File: config.mk
export PLATFORM = sky130hd
export DESIGN_NAME = bch_encoder_flat
export DESIGN_NICKNAME = d
export VERILOG_FILES = /design/src/rtl/bch_encoder_if.sv /design/src/rtl/bch_encoder.sv /design/src/flat_wrapper.sv
export SDC_FILE = /design/constraint.sdc
export NUM_CORES = 1
export LEC_CHECK = 0
export CORE_MARGIN = 3
export CORE_UTILIZATION = 60
export DETAILED_ROUTE_END_ITERATION = 12
export GPL_TIMING_DRIVEN = 0
export PLACE_DENSITY = 0.77
export SLEW_MARGIN = 20
export SYNTH_ARGS = -nofsm -noshare
export SYNTH_HDL_FRONTEND = slang
export SYNTH_SLANG_ARGS = --single-unit
File: constraint.sdc
create_clock -name i_clk -period 3.2 [get_ports i_clk]
set_input_delay 0.32 -clock i_clk [delete_from_list [all_inputs] [get_ports i_clk]]
set_output_delay 0.32 -clock i_clk [all_outputs]
set_load 0.05 [all_outputs]
File: src/rtl/bch_encoder_if.sv
// Handshake bundle for bch_encoder: frame start/code select, message input, codeword output.
// With BCH_ENC_ERR_INJ_EN defined the error-injection controls are added to the bundle.
interface bch_encoder_if;
    logic       i_start;
    logic [1:0] i_code;
    logic       i_valid;
    logic       i_data;
    logic       o_ready;
    logic       o_valid;
    logic       o_data;
    logic       o_last;
    logic       i_ready;
    logic       o_busy;
`ifdef BCH_ENC_ERR_INJ_EN
    logic       i_inj_en;
    logic [9:0] i_inj_pos;

    modport master (
        output i_start, i_code, i_valid, i_data, i_ready, i_inj_en, i_inj_pos,
        input  o_ready, o_valid, o_data, o_last, o_busy
    );
    modport slave (
        input  i_start, i_code, i_valid, i_data, i_ready, i_inj_en, i_inj_pos,
        output o_ready, o_valid, o_data, o_last, o_busy
    );
`else
    modport master (
        output i_start, i_code, i_valid, i_data, i_ready,
        input  o_ready, o_valid, o_data, o_last, o_busy
    );
    modport slave (
        input  i_start, i_code, i_valid, i_data, i_ready,
        output o_ready, o_valid, o_data, o_last, o_busy
    );
`endif
endinterface

File: src/rtl/bch_encoder.sv
// Systematic bit-serial BCH encoder for (63,51), (255,239) and (1023,983) codes.
// Optional feature macro: BCH_ENC_ERR_INJ_EN (inverts one selected output bit of a frame).
module bch_encoder #(
    parameter logic [12:0] G63   = 13'h1539,
    parameter logic [16:0] G255  = 17'h16F63,
    parameter logic [40:0] G1023 = 41'h0
) (
    input  logic         i_clk,
    input  logic         i_rst_n,
    bch_encoder_if.slave bus
);

    typedef enum logic [1:0] {IDLE, MSG, PAR} state_t;

    localparam logic [1:0] CODE_INVALID = 2'b11;

    state_t      state_q, state_d;
    logic [1:0]  code_q, code_d;
    logic [39:0] lfsr_q, lfsr_d;
    logic [9:0]  cnt_q, cnt_d;
    logic        data_q, data_d;
    logic        valid_q, valid_d;
    logic        last_q, last_d;

    logic [9:0]  k_len, n_len;
    logic [5:0]  r_len;
    logic [39:0] g_low, r_mask;
    logic        lfsr_msb, fb, out_free, flip;

    // The x^r term of g(x) is implicit: it is what shifts out of lfsr[r-1].
    always_comb begin
        case (code_q)
            2'b01: begin
                k_len = 10'd239;
                n_len = 10'd255;
                r_len = 6'd16;
                g_low = {24'b0, G255[15:0]};
            end
            2'b10: begin
                k_len = 10'd983;
                n_len = 10'd1023;
                r_len = 6'd40;
                g_low = G1023[39:0];
            end
            default: begin
                k_len = 10'd51;
                n_len = 10'd63;
                r_len = 6'd12;
                g_low = {28'b0, G63[11:0]};
            end
        endcase
    end

    assign r_mask   = (40'd1 << r_len) - 40'd1;
    assign lfsr_msb = lfsr_q[r_len - 6'd1];
    assign fb       = bus.i_data ^ lfsr_msb;
    assign out_free = !valid_q || bus.i_ready;

    assign bus.o_ready = (state_q == MSG) && out_free;
    assign bus.o_valid = valid_q;
    assign bus.o_data  = data_q;
    assign bus.o_last  = last_q;
    assign bus.o_busy  = (state_q != IDLE);

`ifdef BCH_ENC_ERR_INJ_EN
    logic       inj_en_q, inj_en_d;
    logic [9:0] inj_pos_q, inj_pos_d;

    // cnt_q equals the transmit index of the bit being loaded, so pos >= n never matches.
    assign flip = inj_en_q && (cnt_q == inj_pos_q);
`else
    assign flip = 1'b0;
`endif

    // NOTE: every always_comb target gets its hold value first, so no path can infer a latch.
    always_comb begin
        state_d = state_q;
        code_d  = code_q;
        lfsr_d  = lfsr_q;
        cnt_d   = cnt_q;
        data_d  = data_q;
        valid_d = valid_q;
        last_d  = last_q;
`ifdef BCH_ENC_ERR_INJ_EN
        inj_en_d  = inj_en_q;
        inj_pos_d = inj_pos_q;
`endif
        // An empty or just-consumed output register drops valid unless refilled below.
        if (out_free) begin
            valid_d = 1'b0;
            last_d  = 1'b0;
        end

        case (state_q)
            IDLE: begin
                if (bus.i_start && (bus.i_code != CODE_INVALID)) begin
                    state_d = MSG;
                    code_d  = bus.i_code;
                    lfsr_d  = '0;
                    cnt_d   = '0;
`ifdef BCH_ENC_ERR_INJ_EN
                    inj_en_d  = bus.i_inj_en;
                    inj_pos_d = bus.i_inj_pos;
`endif
                end
            end
            MSG: begin
                if (bus.i_valid && bus.o_ready) begin
                    data_d  = bus.i_data ^ flip;
                    valid_d = 1'b1;
                    lfsr_d  = ((lfsr_q << 1) ^ (fb ? g_low : 40'd0)) & r_mask;
                    cnt_d   = cnt_q + 10'd1;
                    if (cnt_q == k_len - 10'd1) state_d = PAR;
                end
            end
            PAR: begin
                if (valid_q && last_q && bus.i_ready) begin
                    state_d = IDLE;
                end else if (out_free) begin
                    data_d  = lfsr_msb ^ flip;
                    valid_d = 1'b1;
                    last_d  = (cnt_q == n_len - 10'd1);
                    lfsr_d  = (lfsr_q << 1) & r_mask;
                    cnt_d   = cnt_q + 10'd1;
                end
            end
            default: state_d = IDLE;
        endcase
    end

    // NOTE: state registers use non-blocking assignments so every flop samples pre-edge values.
    always_ff @(posedge i_clk or negedge i_rst_n) begin
        if (!i_rst_n) begin
            state_q <= IDLE;
            code_q  <= 2'b00;
            lfsr_q  <= '0;
            cnt_q   <= '0;
            data_q  <= 1'b0;
            valid_q <= 1'b0;
            last_q  <= 1'b0;
        end else begin
            state_q <= state_d;
            code_q  <= code_d;
            lfsr_q  <= lfsr_d;
            cnt_q   <= cnt_d;
            data_q  <= data_d;
            valid_q <= valid_d;
            last_q  <= last_d;
        end
    end

`ifdef BCH_ENC_ERR_INJ_EN
    always_ff @(posedge i_clk or negedge i_rst_n) begin
        if (!i_rst_n) begin
            inj_en_q  <= 1'b0;
            inj_pos_q <= '0;
        end else begin
            inj_en_q  <= inj_en_d;
            inj_pos_q <= inj_pos_d;
        end
    end
`endif

endmodule

File: src/flat_wrapper.sv
// flat-port wrapper written by rule: the top's interface ports become plain ports
module bch_encoder_flat 
#(
    parameter logic [12:0] G63   = 13'h1539,
    parameter logic [16:0] G255  = 17'h16F63,
    parameter logic [40:0] G1023 = 41'h0
)
  (i_clk, i_rst_n, bus_i_start, bus_i_code, bus_i_valid, bus_i_data, bus_i_ready, bus_o_ready, bus_o_valid, bus_o_data, bus_o_last, bus_o_busy);
  bch_encoder_if bus_i ();
  input  logic i_clk;
  input  logic i_rst_n;
  input wire logic [$bits(bus_i.i_start)-1:0] bus_i_start;
  input wire logic [$bits(bus_i.i_code)-1:0] bus_i_code;
  input wire logic [$bits(bus_i.i_valid)-1:0] bus_i_valid;
  input wire logic [$bits(bus_i.i_data)-1:0] bus_i_data;
  input wire logic [$bits(bus_i.i_ready)-1:0] bus_i_ready;
  output wire logic [$bits(bus_i.o_ready)-1:0] bus_o_ready;
  output wire logic [$bits(bus_i.o_valid)-1:0] bus_o_valid;
  output wire logic [$bits(bus_i.o_data)-1:0] bus_o_data;
  output wire logic [$bits(bus_i.o_last)-1:0] bus_o_last;
  output wire logic [$bits(bus_i.o_busy)-1:0] bus_o_busy;
  assign bus_i.i_start = bus_i_start;
  assign bus_i.i_code = bus_i_code;
  assign bus_i.i_valid = bus_i_valid;
  assign bus_i.i_data = bus_i_data;
  assign bus_i.i_ready = bus_i_ready;
  assign bus_o_ready = bus_i.o_ready;
  assign bus_o_valid = bus_i.o_valid;
  assign bus_o_data = bus_i.o_data;
  assign bus_o_last = bus_i.o_last;
  assign bus_o_busy = bus_i.o_busy;
  bch_encoder #(.G63(G63), .G255(G255), .G1023(G1023)) u_core (.i_clk(i_clk), .i_rst_n(i_rst_n), .bus(bus_i));
endmodule
==> run_results.csv <==
group,metric,value,unit
outcome,status,"complete, no violations",
synthesis,yosys_register_bits,57,
synthesis,synth_area,3390,µm²
floorplanning,die_area,6580,µm²
hold_path,min_path_type,"input port to async pin",
clocking,numCtsBuffers,9,
finish,diodes,0,
flow_run,max-cap-violations,0,
synthesis,yosysUniqueCellTypes,66,
finish,drive_gt1_share,10.9,%
placed_design,gp_congestion,0.894,
critical_path,cp.required,3.44,ns
critical_path,crit_arrival,3.22,ns
sta,period_needed,2.98,ns
critical_path,crit_type,"register to register",
clocking,path_clk_slew,0.08,ns
global_route,grt_remaining_overflow,0,
route,vias_per_cell,6.25,
route,wire_per_inst,17.6,µm
synthesis,synth_async_sr_flop_share,100,%
finish,area_delta_synth_final,13.1,%
global_route,grt_usage,29.2,%
critical_path,crit_path_start_kind,"register",
clocking,cts.sinks,57,
global_route,grt_pass1_wl,14.3,mm
sta,slew_headroom,50.8,%
route,via_count,3013,
critical_path,reg2reg_to,"u_core.lfsr_q[13]",
power,p_per_area,781,nW/µm²
synthesis,synth.avg_cell_area,8.82,µm²
synthesis,synth_top_family_by_area,"simple AND/OR/NAND/NOR gates",
synthesis,netlist_instances,384,
synthesis,synth_fa_ha_area_share,4.43,%
synthesis,synth_xor_area_share,2.59,%
route,drc,0,
synthesis,syn_nets,404,
floorplanning,die_y,81.1,µm
sta,tightest_slew,0.738,ns
sta,maxSlewViolCount,0,
synthesis,ys_seq_area_share,42.1,%
critical_path,reg2reg_slack,0.22,ns
sta,finalHoldViolCount,0,
synthesis,muxShareOfSynthArea,2.85,%
route,drt-initial-drc-count,205,
finish,final_nets,427,
clocking,h-tree-depth,3,
global_route,grt_pass1_vias,2860,
route,drtAntennaViolNets,0,
placed_design,hpwl,5.98,mm
sta,fin_setup_tns,0,ns
synthesis,synth_edf_count,0,
floorplanning,ios,13,
critical_path,r2r-start,"u_core.code_q[1]",
sta,rsz0062_at_grt,"false",
sta,period_share,93.2,%
floorplanning,start_util,64.2,%
critical_path,setup.worst_path.end_class,"register",
synthesis,synth_flop_cell,"dfrtp_1",
route,drt-total-wl,8.50,mm
critical_path,path_max_fanout,7,
clocking,clk_latency,0.35,ns
floorplanning,rows,26,
synthesis,yosysWarnings,0,
critical_path,reg2reg_depth,10,
clocking,cts_buffer_depth,2,
floorplanning,die_w,81.1,µm
global_route,grt_max_degree,58,
floorplanning,core_area,5270,µm²
synthesis,synth-simple-area-share,25.6,%
power,leakage,0.00170,µW
clocking,cts_tree,"built",
placed_design,portBuffers,12,
power,power.ir.vdd_worst,762,µV
synthesis,synth-compound-area-share,17.6,%
clocking,clock-root-buffer,"clkbuf_8",
clocking,cts_hold_buffers,0,
sta,skew,0.0124,ns
sta,finalSetupViolCount,0,
route,dr.pass1.iters,5,
global_route,antenna_found_initial,0,
sta,holdWs,0.0283,ns
sta,fmax,335,MHz
cell usage in the layout, fill, tap and decap left out, types with 3 or more instances in the layout:
| cell | instances |
|---|---|
| nand2b_1 | 4 |
| clkdlybuf4s50_1 | 11 |
| nor2_1 | 14 |
| xnor2_1 | 8 |
| ha_1 | 12 |
| a21oi_1 | 9 |
| clkbuf_8 | 9 |
| a21o_1 | 4 |
| and3_1 | 3 |
| nand3_1 | 32 |
| nor3_1 | 10 |
| dfrtp_1 | 57 |
| o21ai_0 | 21 |
| nand4_1 | 3 |
| mux2_2 | 3 |
| clkbuf_1 | 12 |
| and2_1 | 3 |
| a211oi_1 | 4 |
| or4_1 | 3 |
| clkbuf_2 | 4 |
| o31ai_1 | 6 |
| inv_1 | 16 |
| nand2_1 | 83 |
| a22o_1 | 5 |
| o22ai_1 | 5 |
| mux2i_1 | 4 |
| nor4b_1 | 4 |
registers in the layout, summed over array words and instances, names as in the netlist, named ones only:
register            count
u_core.bus.o_data       1
u_core.cnt_q           10
u_core.state_q          2
u_core.bus.o_valid      1
u_core.code_q           2
u_core.lfsr_q          40
worst max-delay path, stage by stage (launching register included):
cell and delay, ns:
dfrtp_1 0.41, inv_1 0.08, ha_1 0.35, inv_1 0.14
ha_1 0.44, nand2_1 0.12, o21a_1 0.25, or4_4 0.54
nand3_4 0.14, xnor2_1 0.09, a221o_1 0.32
worst max path at each step:
stage	from	end	slack (ns)	cells after the start
after floorplan	u_core.code_q[1]	u_core.lfsr_q[13]	0.60	10
after global placement	i_rst_n	u_core.lfsr_q[12]	0.005	1
after detailed placement	u_core.code_q[1]	u_core.lfsr_q[13]	0.21	10
after CTS	u_core.state_q[1]	u_core.lfsr_q[4]	0.18	10
after global routing	u_core.code_q[1]	u_core.lfsr_q[13]	0.01	10
final	u_core.code_q[1]	u_core.lfsr_q[13]	0.22	10
layer usage:
layer	part of all wire [%]	up-vias	track usage, %	wire length [µm]
met1	44	1451	38.0	3720
met5	0	-	0	0
li1	-	1421	-	-
met2	47	121	46.0	4010
met3	6.7	20	6.87	567
met4	2.4	0	13.7	205
cell usage after synthesis (3+ instances only):
cell | count | share of area (%)
o21ai_0 | 21 | 3.1
nor3_1 | 10 | 1.5
xnor2_1 | 8 | 2.1
o22ai_1 | 5 | 0.92
nand2b_1 | 4 | 0.74
and3_1 | 3 | 0.55
a211oi_1 | 4 | 0.89
ha_1 | 12 | 4.4
o31ai_1 | 6 | 1.3
nand4_1 | 3 | 0.55
nor4b_1 | 4 | 1.0
clkbuf_1 | 15 | 1.7
dfrtp_1 | 57 | 42
nand3_1 | 32 | 4.7
nor2_1 | 14 | 1.6
a21o_1 | 4 | 0.89
mux2_2 | 3 | 1.0
and2_1 | 3 | 0.55
inv_1 | 16 | 1.8
a21oi_1 | 9 | 1.3
mux2i_1 | 4 | 1.2
or4_1 | 3 | 0.67
nand2_1 | 83 | 9.2
a22o_1 | 5 | 1.3
stage by stage:
| step | worst slack (ns) | util [%] | area (µm²) | power [µW] | instances |
|---|---|---|---|---|---|
| 4_1_cts | 0.180 | 72.4 | 3820 | 2970 | 482 |
| 5_1_grt | 0.0112 | 72.7 | 3830 | 3160 | 482 |
| 2_1_floorplan | 0.598 | - | 3390 | 1800 | 384 |
| 6_report | 0.218 | 72.7 | 3830 | 2990 | 482 |
| 3_5_place_dp | 0.210 | 68.1 | 3590 | 2190 | 466 |
| 3_3_place_gp | 0.00477 | 68.2 | 3590 | 2150 | 466 |
kinds of logic after synthesis:
family,count (synthesis)
adder cells (fa/ha/maj),12
AND/OR/NAND/NOR,176
other,1
XOR/XNOR,10
buffers and inverters,38
AO/OA/AOI/OAI,82
flip-flops,57
multiplexers,8
report_power, final:
| group | internal [µW] | switching (µW) |
|---|---|---|
| logic | 450 | 912 |
| clock network | 444 | 338 |
| registers | 784 | 63.6 |
| total | 1680 | 1310 |
layout make-up:
type                       count  area (µm²)
buffer                        21         101
sequential                    57        1430
timing repair buffer          12         118
clock buffer                   9         124
tap                           70        87.6
inverter                      17        63.8
multi-input combinational    289        1810
clock inverter                 7         101
fill                         416        1440
timing repair:
item / 4_1_cts / 5_1_grt
buffers inserted: 0 / 0
setup endpoints to repair: 0 / 33
gates resized for setup: 0 / 7
Power figures use the tool's default switching activity.
